==> src/rtl/vga_reg_bank_sync_if.sv <==
// Bus bundle between the RTC controller / VGA renderer side and the
// double-buffered display register bank.
interface vga_reg_bank_sync_if #(
    parameter int DATA_W   = 8,
    parameter int NUM_REGS = 9,
    parameter int ADDR_W   = 4
);
    logic                       wr_en;
    logic [ADDR_W-1:0]          wr_addr;
    logic [DATA_W-1:0]          wr_data;
    logic                       wr_ready;
    logic                       wr_drop;
    logic                       commit_req;
    logic                       frame_sync;
    logic                       commit_done;
    logic                       forced;
    logic [ADDR_W-1:0]          rd_addr;
    logic [DATA_W-1:0]          rd_data;
    logic [NUM_REGS*DATA_W-1:0] disp_flat;

    modport master (
        output wr_en, wr_addr, wr_data, commit_req, frame_sync, rd_addr,
        input  wr_ready, wr_drop, commit_done, forced, rd_data, disp_flat
    );

    modport slave (
        input  wr_en, wr_addr, wr_data, commit_req, frame_sync, rd_addr,
        output wr_ready, wr_drop, commit_done, forced, rd_data, disp_flat
    );
endinterface

==> src/rtl/vga_reg_bank_sync.sv <==
// Double-buffered register bank: the RTC controller fills a staging bank,
// and the display bank seen by the VGA renderer is swapped in atomically at
// a frame boundary (or after a timeout) so a frame never shows a torn time.
module vga_reg_bank_sync #(
    parameter int DATA_W   = 8,
    parameter int NUM_REGS = 9,
    parameter int ADDR_W   = 4,
    parameter int TO_W     = 20,
    parameter int TIMEOUT  = 833334
) (
    input logic                clk,
    input logic                reset,
    vga_reg_bank_sync_if.slave bus
);
    typedef enum logic [1:0] {IDLE, ARMED, COPY} state_t;

    // Last ARMED cycle index: leaving after exactly TIMEOUT cycles in ARMED.
    localparam logic [TO_W-1:0] TO_LAST = TO_W'((TIMEOUT == 0) ? 0 : TIMEOUT - 1);

    state_t            state;
    state_t            next_state;
    logic [TO_W-1:0]   to_count;
    logic              timeout_hit;
    logic              ready;
    logic              wr_accept;
    logic              copy_forced;
    logic [ADDR_W-1:0] wr_idx;
    logic [ADDR_W-1:0] rd_idx;
    logic [DATA_W-1:0] staging [NUM_REGS];
    logic [DATA_W-1:0] display [NUM_REGS];

    assign wr_idx      = bus.wr_addr;
    assign rd_idx      = bus.rd_addr;
    assign timeout_hit = (TIMEOUT != 0) && (to_count == TO_LAST);
    assign wr_accept   = bus.wr_en && ready && (int'(wr_idx) < NUM_REGS);
    assign bus.wr_ready = ready;

    // State register.
    always_ff @(posedge clk) begin
        if (reset) state <= IDLE;
        else       state <= next_state;
    end

    // Next state: arm on request, copy on frame sync (which beats the timeout), copy lasts one cycle.
    always_comb begin
        next_state = state;
        case (state)
            IDLE:    if (bus.commit_req) next_state = ARMED;
            ARMED:   if (bus.frame_sync || timeout_hit) next_state = COPY;
            COPY:    next_state = IDLE;
            default: next_state = IDLE;
        endcase
    end

    // Outputs decoded from state: staging only accepts writes while idle.
    always_comb begin
        ready = (state == IDLE);
    end

    // Timeout counter runs only while staying in ARMED; zero on entry and exit.
    always_ff @(posedge clk) begin
        if (reset || state != ARMED || next_state != ARMED) to_count <= '0;
        else                                                to_count <= to_count + 1'b1;
    end

    // Remember why ARMED was left so the copy can report it.
    always_ff @(posedge clk) begin
        if (reset)                                         copy_forced <= 1'b0;
        else if (state == ARMED && next_state == COPY)     copy_forced <= !bus.frame_sync;
    end

    // Staging bank: written by the controller while idle.
    always_ff @(posedge clk) begin
        if (reset) begin
            for (int i = 0; i < NUM_REGS; i++) staging[i] <= '0;
        end else if (wr_accept) begin
            staging[wr_idx] <= bus.wr_data;
        end
    end

    // Display bank: whole-bank transfer from staging in the COPY cycle only.
    always_ff @(posedge clk) begin
        if (reset) begin
            for (int i = 0; i < NUM_REGS; i++) display[i] <= '0;
        end else if (state == COPY) begin
            for (int i = 0; i < NUM_REGS; i++) display[i] <= staging[i];
        end
    end

    // Status pulses and the sticky forced flag, all aligned with the display update.
    always_ff @(posedge clk) begin
        if (reset) begin
            bus.wr_drop     <= 1'b0;
            bus.commit_done <= 1'b0;
            bus.forced      <= 1'b0;
        end else begin
            bus.wr_drop     <= bus.wr_en && !wr_accept;
            bus.commit_done <= (state == COPY);
            if (state == COPY) bus.forced <= copy_forced;
        end
    end

    // Registered read port; out-of-range indices read as zero.
    always_ff @(posedge clk) begin
        if (reset)                          bus.rd_data <= '0;
        else if (int'(rd_idx) < NUM_REGS)   bus.rd_data <= display[rd_idx];
        else                                bus.rd_data <= '0;
    end

    // Flattened view of the display bank, index 0 in the LSBs.
    always_comb begin
        bus.disp_flat = '0;
        for (int i = 0; i < NUM_REGS; i++) bus.disp_flat[i*DATA_W +: DATA_W] = display[i];
    end
endmodule

==> src/flat_wrapper.sv <==
// flat-port wrapper written by rule: the top's interface ports become plain ports
module vga_reg_bank_sync_flat 
#(
    parameter int DATA_W   = 8,
    parameter int NUM_REGS = 9,
    parameter int ADDR_W   = 4,
    parameter int TO_W     = 20,
    parameter int TIMEOUT  = 833334
)
  (clk, reset, bus_wr_en, bus_wr_addr, bus_wr_data, bus_commit_req, bus_frame_sync, bus_rd_addr, bus_wr_ready, bus_wr_drop, bus_commit_done, bus_forced, bus_rd_data, bus_disp_flat);
  vga_reg_bank_sync_if #(.DATA_W(DATA_W), .NUM_REGS(NUM_REGS), .ADDR_W(ADDR_W)) bus_i ();
  input logic clk;
  input logic reset;
  input wire logic [$bits(bus_i.wr_en)-1:0] bus_wr_en;
  input wire logic [$bits(bus_i.wr_addr)-1:0] bus_wr_addr;
  input wire logic [$bits(bus_i.wr_data)-1:0] bus_wr_data;
  input wire logic [$bits(bus_i.commit_req)-1:0] bus_commit_req;
  input wire logic [$bits(bus_i.frame_sync)-1:0] bus_frame_sync;
  input wire logic [$bits(bus_i.rd_addr)-1:0] bus_rd_addr;
  output wire logic [$bits(bus_i.wr_ready)-1:0] bus_wr_ready;
  output wire logic [$bits(bus_i.wr_drop)-1:0] bus_wr_drop;
  output wire logic [$bits(bus_i.commit_done)-1:0] bus_commit_done;
  output wire logic [$bits(bus_i.forced)-1:0] bus_forced;
  output wire logic [$bits(bus_i.rd_data)-1:0] bus_rd_data;
  output wire logic [$bits(bus_i.disp_flat)-1:0] bus_disp_flat;
  assign bus_i.wr_en = bus_wr_en;
  assign bus_i.wr_addr = bus_wr_addr;
  assign bus_i.wr_data = bus_wr_data;
  assign bus_i.commit_req = bus_commit_req;
  assign bus_i.frame_sync = bus_frame_sync;
  assign bus_i.rd_addr = bus_rd_addr;
  assign bus_wr_ready = bus_i.wr_ready;
  assign bus_wr_drop = bus_i.wr_drop;
  assign bus_commit_done = bus_i.commit_done;
  assign bus_forced = bus_i.forced;
  assign bus_rd_data = bus_i.rd_data;
  assign bus_disp_flat = bus_i.disp_flat;
  vga_reg_bank_sync #(.DATA_W(DATA_W), .NUM_REGS(NUM_REGS), .ADDR_W(ADDR_W), .TO_W(TO_W), .TIMEOUT(TIMEOUT)) u_core (.clk(clk), .reset(reset), .bus(bus_i));
endmodule
==> config.mk <==
export PLATFORM = sky130hd
export DESIGN_NAME = vga_reg_bank_sync_flat
export DESIGN_NICKNAME = d
export VERILOG_FILES = /design/src/rtl/vga_reg_bank_sync_if.sv /design/src/rtl/vga_reg_bank_sync.sv /design/src/flat_wrapper.sv
export SDC_FILE = /design/constraint.sdc
export NUM_CORES = 1
export LEC_CHECK = 0
export BUFFER_PORTS_ARGS = -buffer_cell sky130_fd_sc_hd__buf_2
export CORE_MARGIN = 8
export CORE_UTILIZATION = 49
export DETAILED_ROUTE_END_ITERATION = 16
export HOLD_SLACK_MARGIN = 0.08
export PLACE_DENSITY_LB_ADDON = 0.25
export SLEW_MARGIN = 10
export SYNTH_ARGS = -nofsm -noshare
export SYNTH_HDL_FRONTEND = slang
export SYNTH_SLANG_ARGS = --single-unit
export TNS_END_PERCENT = 1
==> constraint.sdc <==
create_clock -name clk -period 5.7 [get_ports clk]
set_input_delay 0.285 -clock clk [delete_from_list [all_inputs] [get_ports clk]]
set_output_delay 0.285 -clock clk [all_outputs]
set_load 0.05 [all_outputs]
==> run_results.csv <==
group,metric,value,unit
status,status,"complete, no violations",
detailed_routing,dr_total_vias,4247,
floorplanning,ios,105,
timing,skew,7.234,ps
yosys,synthDominantCellAreaShare,0.5869,
global_routing,grt_pass1_vias,4304,
layout,syn2layout_area_growth,16.59,%
floorplanning,die_w,138.6,um
layout,nets,636,
yosys,synth_area_leaders,"edfxtp_1, and2_1, dfxtp_1, mux4_2, nor2_1",
clock_network,cts_hold_buf,0,
clock_network,clock_latency,420,ps
placement,hpwl,11570,um
layout,drive_gt1_frac,0.2768,
clock_network,clockRootBuffer,"clkbuf_16",
yosys,synth_edf_count,144,
yosys,synth.net_count,534,
setup_path,crit_family,"simple AND/OR/NAND/NOR gates",
setup_path,worstPathMaxFanout,9,
yosys,yosysTopAreaCell,"edfxtp_1",
detailed_routing,routed_via_density,5.224,
floorplanning,die-height,138.6,um
setup_path,cp-end-kind,"register",
floorplanning,initial_core_util,0.4938,
clock_network,clk_pin_slew,60,ps
timing,rsz0062_at_grt,"no",
layout,diodes,0,
pwr,leakagePower,3.331,nW
layout,fin_area,8591,um2
yosys,synthArstFlopShare,0,
timing,finalHoldViolations,0,
setup_path,arrival,2340,ps
yosys,ys_seq_area_frac,0.6792,
global_routing,grt_max_degree,74,
clock_network,cts.repair.resized,0,
timing,fin_crit_sh,0.3896,
detailed_routing,post_drt_wl_per_cell,19.83,um
yosys,yosysUniqueCellTypes,43,
clock_network,cts_setup_buffers,0,
timing,relSlewSlack,0.3288,
clock_network,cts_buffer_depth,2,
setup_path,worstSetupStartpointType,"register",
yosys,yosys_warnings,0,
setup_path,slowest_stage,"nor4b_1",
setup_path,crit_chain,"nor4b_1 -> nand3_1 -> nor3b_2 -> or2_2",
detailed_routing,drtAntennaViolNets,0,
floorplanning,fp-row-count,45,
clock_network,cts_sinks,178,
timing,slew_viol_final,0,
floorplanning,die_area,19220,um2
placement,placed_cell_area,8039,um2
timing,final.min_clock_period,2221,ps
global_routing,grt_pass1_wl,24960,um
clock_network,numCtsBuffers,17,
setup_path,cp.required,5820,ps
placement,gp_congestion,0.8424,
global_routing,overflow,0,
run,max-cap-violations,0,
yosys,synthCells,511,
timing,worstMarginPinSlew,1007,ps
hold_path,hold_path_class,"in -> reg",
timing,setup_tns,0,ps
setup_path,slowest_delay,500,ps
setup_path,crit_type,"reg -> reg",
yosys,ys_ff_latch,178,
global_routing,track_usage,0.1701,
yosys,synth_common_cells,"and2_1, edfxtp_1, dfxtp_1",
floorplanning,fp.coreArea,14920,um2
pwr,irDropWorstVdd,0.1801,mV
detailed_routing,dr.pass1.iters,5,
clock_network,ctsHtreeMaxLevel,4,
timing,max_freq,450.3,MHz
global_routing,antenna_found_initial,0,
pwr,power_density,328.3,nW/um2
detailed_routing,drc,0,
detailed_routing,routed_wl,16120,um
yosys,synth_area,7368,um2
placement,portBuffers,104,
detailed_routing,drtIter0Drc,323,
yosys,synth_area_per_cell,14.42,um2
yosys,ys.flop_type,"edfxtp_1",
setup_path,path_buf_inv,0,
clock_network,cts_tree,"built",
timing,setup_viol,0,
[sequential cells by signal (all words and copies together) (netlist names)]
| register | cells |
|---|---|
| u_core.bus.wr_drop | 1 |
| u_core.copy_forced | 1 |
| u_core.staging | 72 |
| u_core.state | 2 |
| u_core.display | 72 |
| u_core.bus.commit_done | 1 |
| u_core.bus.rd_data | 8 |
| u_core.bus.forced | 1 |
| u_core.to_count | 20 |
[final timing paths]
check        depth (start not counted)  slack (ps)                      startpoint                                  to
max                                  4        3480      u_core.state[1]$_SDFF_PP0_  u_core.staging[5][2]$_SDFFCE_PN0P_
min                                  3         120                  bus_commit_req          u_core.state[0]$_SDFF_PP0_
max reg2reg                          4        3480      u_core.state[1]$_SDFF_PP0_  u_core.staging[5][2]$_SDFFCE_PN0P_
min reg2reg                          2         470  u_core.bus.forced$_SDFFE_PP0P_      u_core.bus.forced$_SDFFE_PP0P_
[worst min-delay path: cells and delay by family]
| family | cells | cell delay (ps) |
|---|---|---|
| buffers and inverters | 1 | 90 |
| AND/OR/NAND/NOR | 2 | 140 |
[cell usage in the layout, fill, tap and decap left out, drive strengths merged, types with 2 or more instances in the layout]
cell type and n:
or2 9, inv 7, dfxtp 34, edfxtp 144
and2 144, nand2b 4, nand3 6, nor4 4
and4 2, buf 105, ha 2, nor4b 2
xnor2 11, xor2 4, bufinv 2, o21ai 4
clkinv 7, a21oi 5, mux4 16, clkinvlp 2
and3b 3, or3 4, mux2 8, clkbuf 20
mux2i 8, nor2 33, nand4 5, nor3b 3
and3 2, nor3 8, nand2 9
[metrics by stage]
stage	total power [mW]	instances	util	setup slack [ps]	hold slack (ps)
3_5_place_dp	1.751	782	0.5388	3319	462.5
3_3_place_gp	1.747	782	0.5388	3389	467.1
6_report	2.820	813	0.5758	3479	119.5
4_1_cts	2.835	813	0.5758	3512	101.4
5_1_grt	2.903	813	0.5758	3266	112.6
2_1_floorplan	1.671	511	-	3115	403.7
[cell families after synthesis]
| kind of cell | Yosys count | synth area share |
|---|---|---|
| simple gates | 242 | 0.1983 |
| flops | 178 | 0.6792 |
| mux | 32 | 0.07200 |
| buf+inv | 29 | 0.01817 |
| xor+xnor | 15 | 0.01783 |
| compound gates | 13 | 0.01104 |
| fa+ha+maj | 2 | 0.003396 |
[layout make-up]
class,count,area [um2]
fillers,1183,6330
flip-flops and latches,178,5005
multi-input cells,304,2245
repair buffers,105,528.0
clock buffers,20,436.7
well taps,188,235.2
clock inverters,11,115.1
inverters,7,26.28
[power breakdown]
| group | internal [mW] | total [mW] | switching [mW] |
|---|---|---|---|
| Sequential | 1.45 | 1.48 | 0.0223 |
| Clock | 0.638 | 1.10 | 0.462 |
| Combinational | 0.0597 | 0.244 | 0.184 |
| Total | 2.15 | 2.82 | 0.669 |
[metal layers]
metal,GRT usage,routed length (um)
met1,0.2126,6667
met2,0.2700,7853
met3,0.05925,1347
met4,0.05829,252
met5,0,0
(Power assumes the default switching activity.)
